==> config.mk <==
export PLATFORM = sky130hd
export DESIGN_NAME = painterengine_gpu_dma_reader
export DESIGN_NICKNAME = d
export VERILOG_FILES = /design/src/rtl/painterengine_gpu_dma_reader.sv
export SDC_FILE = /design/constraint.sdc
export NUM_CORES = 1
export LEC_CHECK = 0
export ABC_AREA = 1
export ABC_CLOCK_PERIOD_IN_PS = 4600
export BUFFER_PORTS_ARGS = -buffer_cell sky130_fd_sc_hd__buf_2
export CORE_ASPECT_RATIO = 0.7
export CORE_MARGIN = 3
export CORE_UTILIZATION = 50
export DETAILED_ROUTE_END_ITERATION = 12
export PLACE_DENSITY = 0.84
export SLEW_MARGIN = 20
export SYNTH_ARGS = -nofsm -noshare
export SYNTH_HDL_FRONTEND = slang
export SYNTH_SLANG_ARGS = --single-unit
==> constraint.sdc <==
create_clock -name i_wire_clock -period 4.6 [get_ports i_wire_clock]
set_input_delay 0.69 -clock i_wire_clock [delete_from_list [all_inputs] [get_ports i_wire_clock]]
set_output_delay 0.69 -clock i_wire_clock [all_outputs]
set_load 0.02 [all_outputs]
==> src/rtl/painterengine_gpu_dma_reader.sv <==
// AXI4 read master for the display streamer: fetches a word run as 4 KB-safe INCR bursts
// and forwards it one word per strobe, reporting done or error for each request.
module painterengine_gpu_dma_reader #(
  parameter int MAX_BURST  = 16,
  parameter int ADDR_WIDTH = 32
) (
  input  logic                  i_wire_clock,
  input  logic                  i_wire_resetn,
  input  logic                  i_wire_reader_resetn,
  input  logic [ADDR_WIDTH-1:0] i_wire_reader_address,
  input  logic [31:0]           i_wire_reader_length,
  output logic                  o_wire_reader_done,
  output logic                  o_wire_reader_error,
  output logic [31:0]           o_wire_reader_data,
  output logic                  o_wire_reader_data_valid,
  input  logic                  i_wire_reader_data_next,
  output logic [ADDR_WIDTH-1:0] o_wire_araddr,
  output logic [7:0]            o_wire_arlen,
  output logic [2:0]            o_wire_arsize,
  output logic [1:0]            o_wire_arburst,
  output logic                  o_wire_arvalid,
  input  logic                  i_wire_arready,
  input  logic [31:0]           i_wire_rdata,
  input  logic [1:0]            i_wire_rresp,
  input  logic                  i_wire_rlast,
  input  logic                  i_wire_rvalid,
  output logic                  o_wire_rready
);

  typedef enum logic [2:0] {S_IDLE, S_ADDR, S_DATA, S_DRAIN, S_DONE, S_ERROR} state_t;

  state_t                state_q, state_d;
  logic [ADDR_WIDTH-1:0] addr_q, addr_d;
  logic [31:0]           remaining_q, remaining_d;
  logic [ADDR_WIDTH-1:0] araddr_q, araddr_d;
  logic [7:0]            arlen_q, arlen_d;
  logic                  arvalid_q, arvalid_d;
  logic [7:0]            beat_q, beat_d;
  logic                  err_q, err_d;
  logic                  open_q, open_d;

  logic        issue;
  logic        rready;
  logic        data_valid;
  logic        r_hs;
  logic        beat_ok;
  logic [10:0] page_words;
  logic [31:0] beats;

  always_comb begin
    state_d     = state_q;
    addr_d      = addr_q;
    remaining_d = remaining_q;
    araddr_d    = araddr_q;
    arlen_d     = arlen_q;
    arvalid_d   = arvalid_q;
    beat_d      = beat_q;
    err_d       = err_q;
    open_d      = open_q;
    issue       = 1'b0;
    rready      = 1'b0;
    data_valid  = 1'b0;
    r_hs        = 1'b0;
    page_words  = '0;
    beats       = '0;
    // A beat is good only with OKAY response and rlast exactly on the final beat.
    beat_ok     = (i_wire_rresp == 2'b00) && (i_wire_rlast == (beat_q == arlen_q));

    case (state_q)
      S_IDLE: begin
        err_d  = 1'b0;
        open_d = 1'b0;
        if (i_wire_reader_resetn) begin
          addr_d      = i_wire_reader_address;
          remaining_d = i_wire_reader_length;
          if (i_wire_reader_length == 32'd0) begin
            state_d = S_DONE;
          end else if (i_wire_reader_address[1:0] != 2'b00) begin
            state_d = S_ERROR;
          end else begin
            state_d = S_ADDR;
            issue   = 1'b1;
          end
        end
      end
      S_ADDR: begin
        if (i_wire_arready) arvalid_d = 1'b0;
        if (!i_wire_reader_resetn) begin
          state_d = S_DRAIN;
          err_d   = 1'b0;
          open_d  = 1'b1;
        end else if (i_wire_arready) begin
          state_d = S_DATA;
        end
      end
      S_DATA: begin
        // On abort, swallow instead of forwarding so the burst can still complete.
        rready = !i_wire_reader_resetn || i_wire_reader_data_next;
        r_hs   = i_wire_rvalid && rready;
        if (!i_wire_reader_resetn) begin
          state_d = S_DRAIN;
          err_d   = 1'b0;
          open_d  = !(r_hs && i_wire_rlast);
        end else if (r_hs) begin
          if (!beat_ok) begin
            state_d = S_DRAIN;
            err_d   = 1'b1;
            open_d  = !i_wire_rlast;
          end else begin
            data_valid  = 1'b1;
            addr_d      = addr_q + ADDR_WIDTH'(4);
            remaining_d = remaining_q - 32'd1;
            beat_d      = beat_q + 8'd1;
            if (beat_q == arlen_q) begin
              if (remaining_q == 32'd1) begin
                state_d = S_DONE;
              end else begin
                state_d = S_ADDR;
                issue   = 1'b1;
              end
            end
          end
        end
      end
      S_DRAIN: begin
        rready = 1'b1;
        if (arvalid_q && i_wire_arready) arvalid_d = 1'b0;
        if (i_wire_rvalid && i_wire_rlast) open_d = 1'b0;
        if (!open_q && !arvalid_q) state_d = err_q ? S_ERROR : S_IDLE;
      end
      S_DONE, S_ERROR: begin
        if (!i_wire_reader_resetn) state_d = S_IDLE;
      end
      default: state_d = S_IDLE;
    endcase

    // Burst length is capped by what is left, MAX_BURST, and the words left in this 4 KB page.
    if (issue) begin
      page_words = 11'((13'h1000 - {1'b0, addr_d[11:0]}) >> 2);
      beats      = remaining_d;
      if (beats > 32'(MAX_BURST)) beats = 32'(MAX_BURST);
      if (beats > {21'd0, page_words}) beats = {21'd0, page_words};
      araddr_d  = addr_d;
      arlen_d   = 8'(beats - 32'd1);
      arvalid_d = 1'b1;
      beat_d    = 8'd0;
    end
  end

  always_ff @(posedge i_wire_clock or negedge i_wire_resetn) begin
    if (!i_wire_resetn) begin
      state_q     <= S_IDLE;
      addr_q      <= '0;
      remaining_q <= '0;
      araddr_q    <= '0;
      arlen_q     <= '0;
      arvalid_q   <= 1'b0;
      beat_q      <= '0;
      err_q       <= 1'b0;
      open_q      <= 1'b0;
    end else begin
      state_q     <= state_d;
      addr_q      <= addr_d;
      remaining_q <= remaining_d;
      araddr_q    <= araddr_d;
      arlen_q     <= arlen_d;
      arvalid_q   <= arvalid_d;
      beat_q      <= beat_d;
      err_q       <= err_d;
      open_q      <= open_d;
    end
  end

  assign o_wire_reader_done       = (state_q == S_DONE);
  assign o_wire_reader_error      = (state_q == S_ERROR);
  assign o_wire_reader_data       = i_wire_rdata;
  assign o_wire_reader_data_valid = data_valid;
  assign o_wire_araddr            = araddr_q;
  assign o_wire_arlen             = arlen_q;
  assign o_wire_arsize            = 3'b010;
  assign o_wire_arburst           = 2'b01;
  assign o_wire_arvalid           = arvalid_q;
  assign o_wire_rready            = rready;

endmodule

Yosys cells after proc, flatten, opt, wreduce, memory -nomap -nowiden --
Cells that the tools add are included.
Cells by class: add/sub/neg operators 5, magnitude comparators 2, equality and inequality tests 19, multiplexer cells 62, reduce and logical (&&, ||, !) cells 29
Operators by type and width (number):
- $mux 32 | 10
- $pmux 32 s2 | 2
- $mux 8 | 7
- $mux 3 | 13
- $add 32x3->32 const B | 1
- $eq 32x1->1 const B | 1
- $gt 32x11->1 | 1
- $gt 32x5->1 const B | 1
- $logic_not 32->1 | 1
- $sub 32x1->32 const B | 1
- $mux 1 | 24
- $ne 3x3->1 const B | 5
- $pmux 3 s5 | 1
- $sub 13x12->13 const A | 1
- $ne 2x2->1 const B | 5
- $reduce_bool 2->1 | 5
- $add 8x1->8 const B | 1
- $eq 8x8->1 | 1
- $reduce_and 4->1 | 2
- $sub 8x1->8 const B | 1
- $eq 3x2->1 const B | 2
- $eq 3x3->1 const B | 2
- $logic_and 1x1->1 | 6
- $pmux 1 s2 | 3
- other kinds (15) | 20
Word-level totals: register bits 118, input port bits 105, output and inout port bits 82

Depth between registers and ports, before layout --
Gate-level depths: netlist of the first run.
word-level depth 14, mapped depth 39

Worst setup path before layout of the first run --
No wires, ideal clock.
path type input to register, start input port i_wire_reader_resetn, end register arlen_q[6], in the netlist o_wire_arlen[6], arrival time 4.632 ns, path slack -0.149 ns, cell stages on the path 30, path buffers 2, path through buf_6 inv_4 nor3_4 nand2_4 clkinv_2 nand3_4 buf_6 o211ai_2 o211ai_4 nor2_4 nand3_2 clkinv_2 nand3_1 nor2_2 inv_2 o21ai_0 nand2_1 ha_1 and3_1 a32oi_1 inv_1 nand2_1 nand2_2 inv_1 ha_1 nand3_1 nor2_2 nand3_1 nand3_1 nand2_1
RTL lines:
- start, declared | line 9 | input logic i_wire_reader_resetn,
- $logic_not 1->1
- $logic_or 1x1->1 | line 98 | rready = !i_wire_reader_resetn || i_wire_reader_data_next;
- $logic_and 1x1->1 | line 99 | r_hs = i_wire_rvalid && rready;
- $mux 32 | line 104 | end else if (r_hs) begin
- $mux 32 | line 100 | if (!i_wire_reader_resetn) begin
- $pmux 32 s2 (*) | line 69 | case (state_q)
- via addr_d[3] | line 33 | logic [ADDR_WIDTH-1:0] addr_q, addr_d;
- $sub 13x12->13 (*) | line 139 | page_words = 11'((13'h1000 - {1'b0, addr_d[11:0]}) >> 2);
- $gt 32x11->1 | line 142 | if (beats > {21'd0, page_words}) beats = {21'd0, page_words};
- $mux 8 (*) | line 142
- $mux 8 (*) | line 138 | if (issue) begin
- $sub 8x1->8 (*) | line 144 | arlen_d = 8'(beats - 32'd1);
- end signal, assigned | line 166 | arlen_q <= arlen_d;
- end, declared | line 36 | logic [7:0] arlen_q, arlen_d;
The timed path passes the listed nets; every way through them passes the cells marked *. The select of a mux whose other input is x is not followed. A chain may end at the register's enable or synchronous reset.

Final worst setup path of the first run --
start register arlen_q[3], in the netlist o_wire_arlen[3], end register arlen_q[6], in the netlist o_wire_arlen[6]
On the way: longest elaborated chain between the ends 14
Ends and longest elaborated chain:
- $eq 8x8->1 (*) | line 67 | beat_ok = (i_wire_rresp == 2'b00) && (i_wire_rlast == (beat_q == arlen_q));
- $eq 1x1->1 (*) | line 67
- $logic_and 1x1->1 (*) | line 67
- $mux 32 (*) | line 105 | if (!beat_ok) begin
- $mux 32 (*) | line 104
- $mux 32 (*) | line 100
- $pmux 32 s2 (*) | line 69
- via remaining_d[3] | line 34 | logic [31:0] remaining_q, remaining_d;
- $gt 32x5->1 | line 141 | if (beats > 32'(MAX_BURST)) beats = 32'(MAX_BURST);
- $mux 32 (*) | line 141
- $mux 32 (*) | line 138
- $gt 32x11->1 | line 142
- $mux 8 (*) | line 142
- $mux 8 (*) | line 138
- $sub 8x1->8 (*) | line 144
Marks and branches as above.

==> results of run 1 <==
## layer usage
layer	routed length, um	track usage (%)	up-vias
li1	-	-	4373
met1	13000	43.7	4505
met4	1100	9.08	0
met2	13000	44.1	746
met5	0	0	-
met3	4180	10.2	137
## flip-flops by register name (all words and copies together) (netlist names), 3 cells and up
name / count
state_q: 3
addr_q: 32
o_wire_araddr: 32
o_wire_arlen: 8
remaining_q: 32
beat_q: 8
## power by group
part / switching (mW) / internal (mW) / total (mW)
clock: 0.511 / 0.824 / 1.33
sequential: 0.420 / 1.49 / 1.91
combinational: 2.98 / 1.77 / 4.75
## Yosys cell counts (all sizes together) (2+ instances only)
| cell type | instances | share of area, % |
|---|---|---|
| ha | 16 | 2.4 |
| a21oi | 22 | 1.3 |
| and3 | 4 | 0.30 |
| a31oi | 18 | 1.3 |
| o21bai | 2 | 0.18 |
| xnor2 | 5 | 0.52 |
| nor3b | 2 | 0.18 |
| nand3b | 2 | 0.18 |
| nand3 | 115 | 7.2 |
| and2 | 3 | 0.22 |
| o21a | 2 | 0.18 |
| clkinv | 4 | 0.21 |
| o211ai | 5 | 0.67 |
| dfrtp | 118 | 35 |
| nor4 | 19 | 1.4 |
| nor3 | 21 | 1.7 |
| nor2 | 140 | 7.3 |
| conb | 2 | 0.090 |
| nand4 | 27 | 2.0 |
| xor2 | 18 | 1.9 |
| o221ai | 7 | 0.81 |
| nand2 | 311 | 14 |
| o31ai | 2 | 0.18 |
| or2 | 4 | 0.30 |
| inv | 148 | 6.7 |
| a221oi | 2 | 0.21 |
| o21ai | 42 | 2.5 |
| a22oi | 45 | 4.0 |
| buf | 53 | 4.5 |
| clkbuf | 13 | 0.58 |
| a21boi | 5 | 0.58 |
## worst max-delay path, delay by kind of cell, from the launching register on
| kind | cells | cell delay (ns) |
|---|---|---|
| compound gates | 4 | 0.80 |
| buf+inv | 4 | 0.43 |
| flops | 1 | 0.42 |
| xor+xnor | 2 | 0.47 |
| fa+ha+maj | 2 | 0.42 |
| simple gates | 22 | 2.24 |
## area by class of cell
class                      instances  area, um2  area share, %
clock buffer                      20        457           4.10
clock inverter                    12        128           1.15
inverter                         152        583           5.23
multi-input combinational        860       4940           44.3
sequential                       118       2960           26.5
tap                              220        275           2.47
timing repair buffer             270       1810           16.2
## metrics by stage
step | cells | setup WS [ns] | TNS (ns) | cell area, um2 | util [%]
after detailed placement | 1587 | -0.337 | -1.48 | 9800 | 61.5
after floorplan | 1194 | 0.0214 | 0 | 8400 | -
after global placement | 1587 | -0.0879 | -0.174 | 9800 | 61.5
final | 1652 | -0.259 | -1.38 | 11100 | 70.0
after CTS | 1626 | 0.00594 | 0 | 10600 | 66.3
after global routing | 1652 | -0.451 | -2.62 | 11100 | 70.0
## path summary, 6_finish.rpt
kind / end / slack [ns] / depth (start not counted)
max: o_wire_arlen[6]$_DFFE_PN0P_ / -0.26 / 34
min: remaining_q[18]$_DFF_PN0_ / 0.31 / 1
max reg2reg: o_wire_arlen[6]$_DFFE_PN0P_ / -0.26 / 34
min reg2reg: o_wire_araddr[21]$_DFFE_PN0P_ / 0.48 / 2
max in group asynchronous: remaining_q[5]$_DFF_PN0_ / 3.35 / 2
min in group i_wire_clock: o_wire_araddr[21]$_DFFE_PN0P_ / 0.48 / 2
## what timing repair did
action,4_1_cts,5_1_grt
cloned,1,1
resized for setup,30,106
pin swaps,11,55
endpoints found under the setup margin,7,8
buffers inserted,6,26
hold buffers,0,0
## logic make-up (layout without fill, tap and decap cells)
logic type	Yosys count	after routing	synth area share, %
fa+ha+maj	16	16	2.40
flops	118	118	35.3
xor+xnor	23	23	2.41
simple gates	649	651	35.1
buf+inv	218	454	11.9
other cells	2	11	0.0899
compound gates	159	159	12.7
==> out/metrics.csv, run 1 <==
metric;value;unit
n_fill_cell;1153;
slew_headroom;49.3;%
power_density;717;mW/mm2
synth.avg_cell_area;7.05;um2
max_freq;0.206;GHz
drc;0;
final_hold_viol_count;0;
p_leak;5.59;nW
synth.distinct_cells;61;
critical_path_arrival;5.23;ns
status;finished with violations;
gp_congestion;1.00;
nNetsFinal;1540;
worst_hold_path_type;in2async;
hold_ws;0.310;ns
clk_pin_slew_worst_paths;0.06;ns
rsz0062_at_grt;yes;
initial_core_util;52.5;%
ctsRootBufferMaster;clkbuf_16;
max_cap_viol_count;0;
top_level_ports;187;
end_kind;flop;
final_cell_mix;nand2_1 (283), buf_4 (146), inv_1 (125), dfrtp_1 (116), buf_2 (116);
grt_pass1_wl;44500;um
die_w;160;um
die_area;0.0183;mm2
netlist_area;0.00835;mm2
rows;38;
tightest_slew;0.754;ns
wl_per_cell;18.9;um
numCtsBuffers;17;
grt_pass1_vias;8557;
htreeDepth;4;
r2r_start;o_wire_arlen[3]$_DFFE_PN0P_;
worst_ir_drop_vdd;383;uV
drtIter0Drc;1437;
path_common_cell;nand2_1;
ys_async_sr_fraction;100;%
ant_nets;0;
path_class;reg2reg;
power;7.99;mW
final_max_slew_viol_count;0;
clock_path_buffers;2;
finalCriticalPeriod;4.86;ns
crit_fanout;5;
finalSetupViolCount;7;
io_buffers;117;
drive_above_1_share;31.3;%
grt_max_degree;64;
failed_checks;setup timing;
routed_wl;31200;um
crit_path_start;o_wire_arlen[3]$_DFFE_PN0P_;
first_pass_iters;8;
fin_skew;0.00780;ns
coreArea;0.0159;mm2
cpMaxStageDelayCell;dfrtp_1;
worst_slack;-0.259;ns
grtUsageTotal;30.6;%
syn_inst;1185;
vias;9761;
antennaDiodeCount;0;
synth_enable_flop_cells;0;
synthFlopType;dfrtp_1;
cts_tree;yes;
ys_ff_latch;118;
clkSinkCount;118;
yosysWarningCount;0;
area_growth;33.4;%
viasPerCell;5.91;
fin_crit_sh;106;%
critPathMaxStageDelay;0.42;ns
antenna_found_initial;0;
dp_hpwl;20800;um
startpoint_type;flop;
layout_commonest_cell;nand2_1;
clock_latency;0.43;ns
required;4.97;ns
seq_area_frac_synth;35.3;%
die_y;114;um
grt_overflow;0;
Note: power is estimated with default switching activity, not from simulation.
==> run 2, diff against run 1 <==
--- a/config.mk
+++ b/config.mk
@@ -12,7 +12,8 @@
 export CORE_MARGIN = 3
 export CORE_UTILIZATION = 50
 export DETAILED_ROUTE_END_ITERATION = 12
-export PLACE_DENSITY = 0.84
+export GPL_ROUTABILITY_DRIVEN = 0
+export PLACE_DENSITY_LB_ADDON = 0.08
 export SLEW_MARGIN = 20
 export SYNTH_ARGS = -nofsm -noshare
 export SYNTH_HDL_FRONTEND = slang
==> out/metrics.csv, run 2 (same netlist as run 1, synthesis figures left out) <==
metric;value;unit;change
status;complete, no violations;;was finished with violations
swShare;47.9;%;was 48.9%
finalSetupViolCount;0;;was 7
n_fill_cell;1348;;was 1153
combPwrFrac;57.8;%;was 59.4%
tightest_slew;0.767;ns;was 0.754 ns
cpMaxStageDelayCell;dfrtp_1;;unchanged
dpl_cell_area;0.00975;mm2;was 0.00980 mm2
preCtsSetupSlack;-0.188;ns;was -0.337 ns
power;7.76;mW;was 7.99 mW
antenna_found_initial;1;;was 0
final_cell_mix;nand2_1 (282), inv_1 (132), buf_4 (123), dfrtp_1 (116), buf_2 (116);;was nand2_1 (283), buf_4 (146), inv_1 (125), dfrtp_1 (116), buf_2 (116)
area_growth;31.9;%;was 33.4%
grt_max_degree;64;;unchanged
multi_input_area;0.00492;mm2;was 0.00494 mm2
power_density;704;mW/mm2;was 717 mW/mm2
dp_hpwl;20700;um;was 20800 um
finalCriticalPeriod;4.59;ns;was 4.86 ns
ant_nets;0;;unchanged
coreArea;0.0159;mm2;unchanged
vias;9158;;was 9761
ctsRootBufferMaster;clkbuf_16;;unchanged
p_int;4.04;mW;was 4.08 mW
initial_core_util;52.5;%;unchanged
clock_latency;0.42;ns;was 0.43 ns
seqPwrFrac;24.5;%;was 23.9%
die_area;0.0183;mm2;unchanged
path_class;reg2reg;;unchanged
worst_slack;0.00746;ns;was -0.259 ns
io_buffers;117;;unchanged
grt_overflow;0;;unchanged
path_common_cell;nor2_1;;was nand2_1
nNetsFinal;1518;;was 1540
htreeDepth;4;;unchanged
cts_tree;yes;;unchanged
clock_path_buffers;2;;unchanged
fin_crit_sh;99.8;%;was 106%
p_leak;5.50;nW;was 5.59 nW
max_freq;0.218;GHz;was 0.206 GHz
end_kind;flop;;unchanged
die_y;114;um;unchanged
worst_hold_path_type;in2async;;unchanged
wl_per_cell;17.4;um;was 18.9 um
top_level_ports;187;;unchanged
grtUsageTotal;29.7;%;was 30.6%
final_cell_area;0.0110;mm2;was 0.0111 mm2
first_pass_iters;5;;was 8
setup-tns-final;0;ns;was -1.38 ns
numCtsBuffers;17;;unchanged
power_switching;3.72;mW;was 3.91 mW
layout_commonest_cell;nand2_1;;unchanged
rsz0062_at_grt;yes;;unchanged
seq_area;0.00296;mm2;unchanged
hold_ws;0.332;ns;was 0.310 ns
clkSinkCount;118;;unchanged
die_w;160;um;unchanged
final_max_slew_viol_count;0;;unchanged
clkPwrFrac;17.6;%;was 16.7%
critPathMaxStageDelay;0.43;ns;was 0.42 ns
crit_fanout;4;;was 5
startpoint_type;flop;;unchanged
routed_wl;28400;um;was 31200 um
worst_ir_drop_vdd;345;uV;was 383 uV
drtIter0Drc;1065;;was 1437
drc;0;;unchanged
final_hold_viol_count;0;;unchanged
max_cap_viol_count;0;;unchanged
grt_pass1_wl;43000;um;was 44500 um
viasPerCell;5.61;;was 5.91
clk_pin_slew_worst_paths;0.06;ns;about the same
critical_path_arrival;4.89;ns;was 5.23 ns
fin_skew;0.0122;ns;was 0.00780 ns
rows;38;;unchanged
slew_headroom;48.5;%;was 49.3%
drive_above_1_share;30.2;%;was 31.3%
grt_pass1_vias;8210;;was 8557
required;4.90;ns;was 4.97 ns
[run 2: layout make-up]
class / count / share of cell area, %
Inverter: 152 / 5.24
Clock buffer: 17 / 3.86
Clock inverter: 15 / 1.63
Timing Repair Buffer: 249 / 15.3
Tap cell: 220 / 2.50
Multi-Input combinational cell: 859 / 44.7
Sequential cell: 118 / 26.8
Antenna cell: 1 / 0.0227
[run 2: power groups by stage]
stage | Sequential, mW | Combinational (mW) | Clock [mW]
floorplan | 1.99 | 2.30 | 0
global placement | 1.87 | 3.81 | 0
detailed placement | 1.88 | 3.87 | 0
CTS | 1.87 | 3.96 | 1.38
global route | 1.96 | 4.87 | 1.43
finish | 1.90 | 4.49 | 1.37
[run 2: final timing paths]
check                                              from  slack [ns]                      endpoint  depth (start not counted)
min in group i_wire_clock  o_wire_araddr[9]$_DFFE_PN0P_        0.48  o_wire_araddr[9]$_DFFE_PN0P_                          2
max in group asynchronous                 i_wire_resetn        3.32      remaining_q[5]$_DFF_PN0_                          2
max                           remaining_q[13]$_DFF_PN0_       0.007   o_wire_arlen[6]$_DFFE_PN0P_                         33
min reg2reg                o_wire_araddr[9]$_DFFE_PN0P_        0.48  o_wire_araddr[9]$_DFFE_PN0P_                          2
max reg2reg                   remaining_q[13]$_DFF_PN0_       0.007   o_wire_arlen[6]$_DFFE_PN0P_                         33
min                                       i_wire_resetn        0.33            open_q$_DFFE_PN0P_                          1
[run 2: through the flow]
| step | utilization, % | std cells |
|---|---|---|
| 2_1_floorplan | - | 1194 |
| 3_3_place_gp | 61.2 | 1580 |
| 3_5_place_dp | 61.2 | 1580 |
| 4_1_cts | 65.7 | 1614 |
| 5_1_grt | 69.2 | 1631 |
| 6_report | 69.2 | 1631 |
[run 2: critical path, delay by kind of cell, from the launching register on]
| family | cells | cell delay [ns] |
|---|---|---|
| AOI/OAI and AO/OA | 4 | 0.70 |
| adders and majority gates | 2 | 0.30 |
| and+or+nand+nor | 23 | 2.59 |
| buffers and inverters | 4 | 0.45 |
| DFF | 1 | 0.43 |
[run 2: routing by layer]
| layer | vias up | wire (um) | part of all wire [%] | GRT usage [%] |
|---|---|---|---|---|
| li1 | 4327 | - | - | - |
| met1 | 4236 | 12700 | 45 | 45.4 |
| met2 | 536 | 11300 | 40 | 40.5 |
| met3 | 57 | 3750 | 13 | 9.58 |
| met4 | 2 | 497 | 1.8 | 6.24 |
| met5 | - | 51 | 0.18 | 2.14 |
[run 2: repair_timing]
action / CTS / global route
pin swaps: 11 / 57
setup endpoints to repair: 6 / 8
resized for setup: 26 / 106
cloned: 0 / 2
setup buffers: 2 / 14
hold endpoints to repair: 0 / 0
hold buffers: 0 / 0
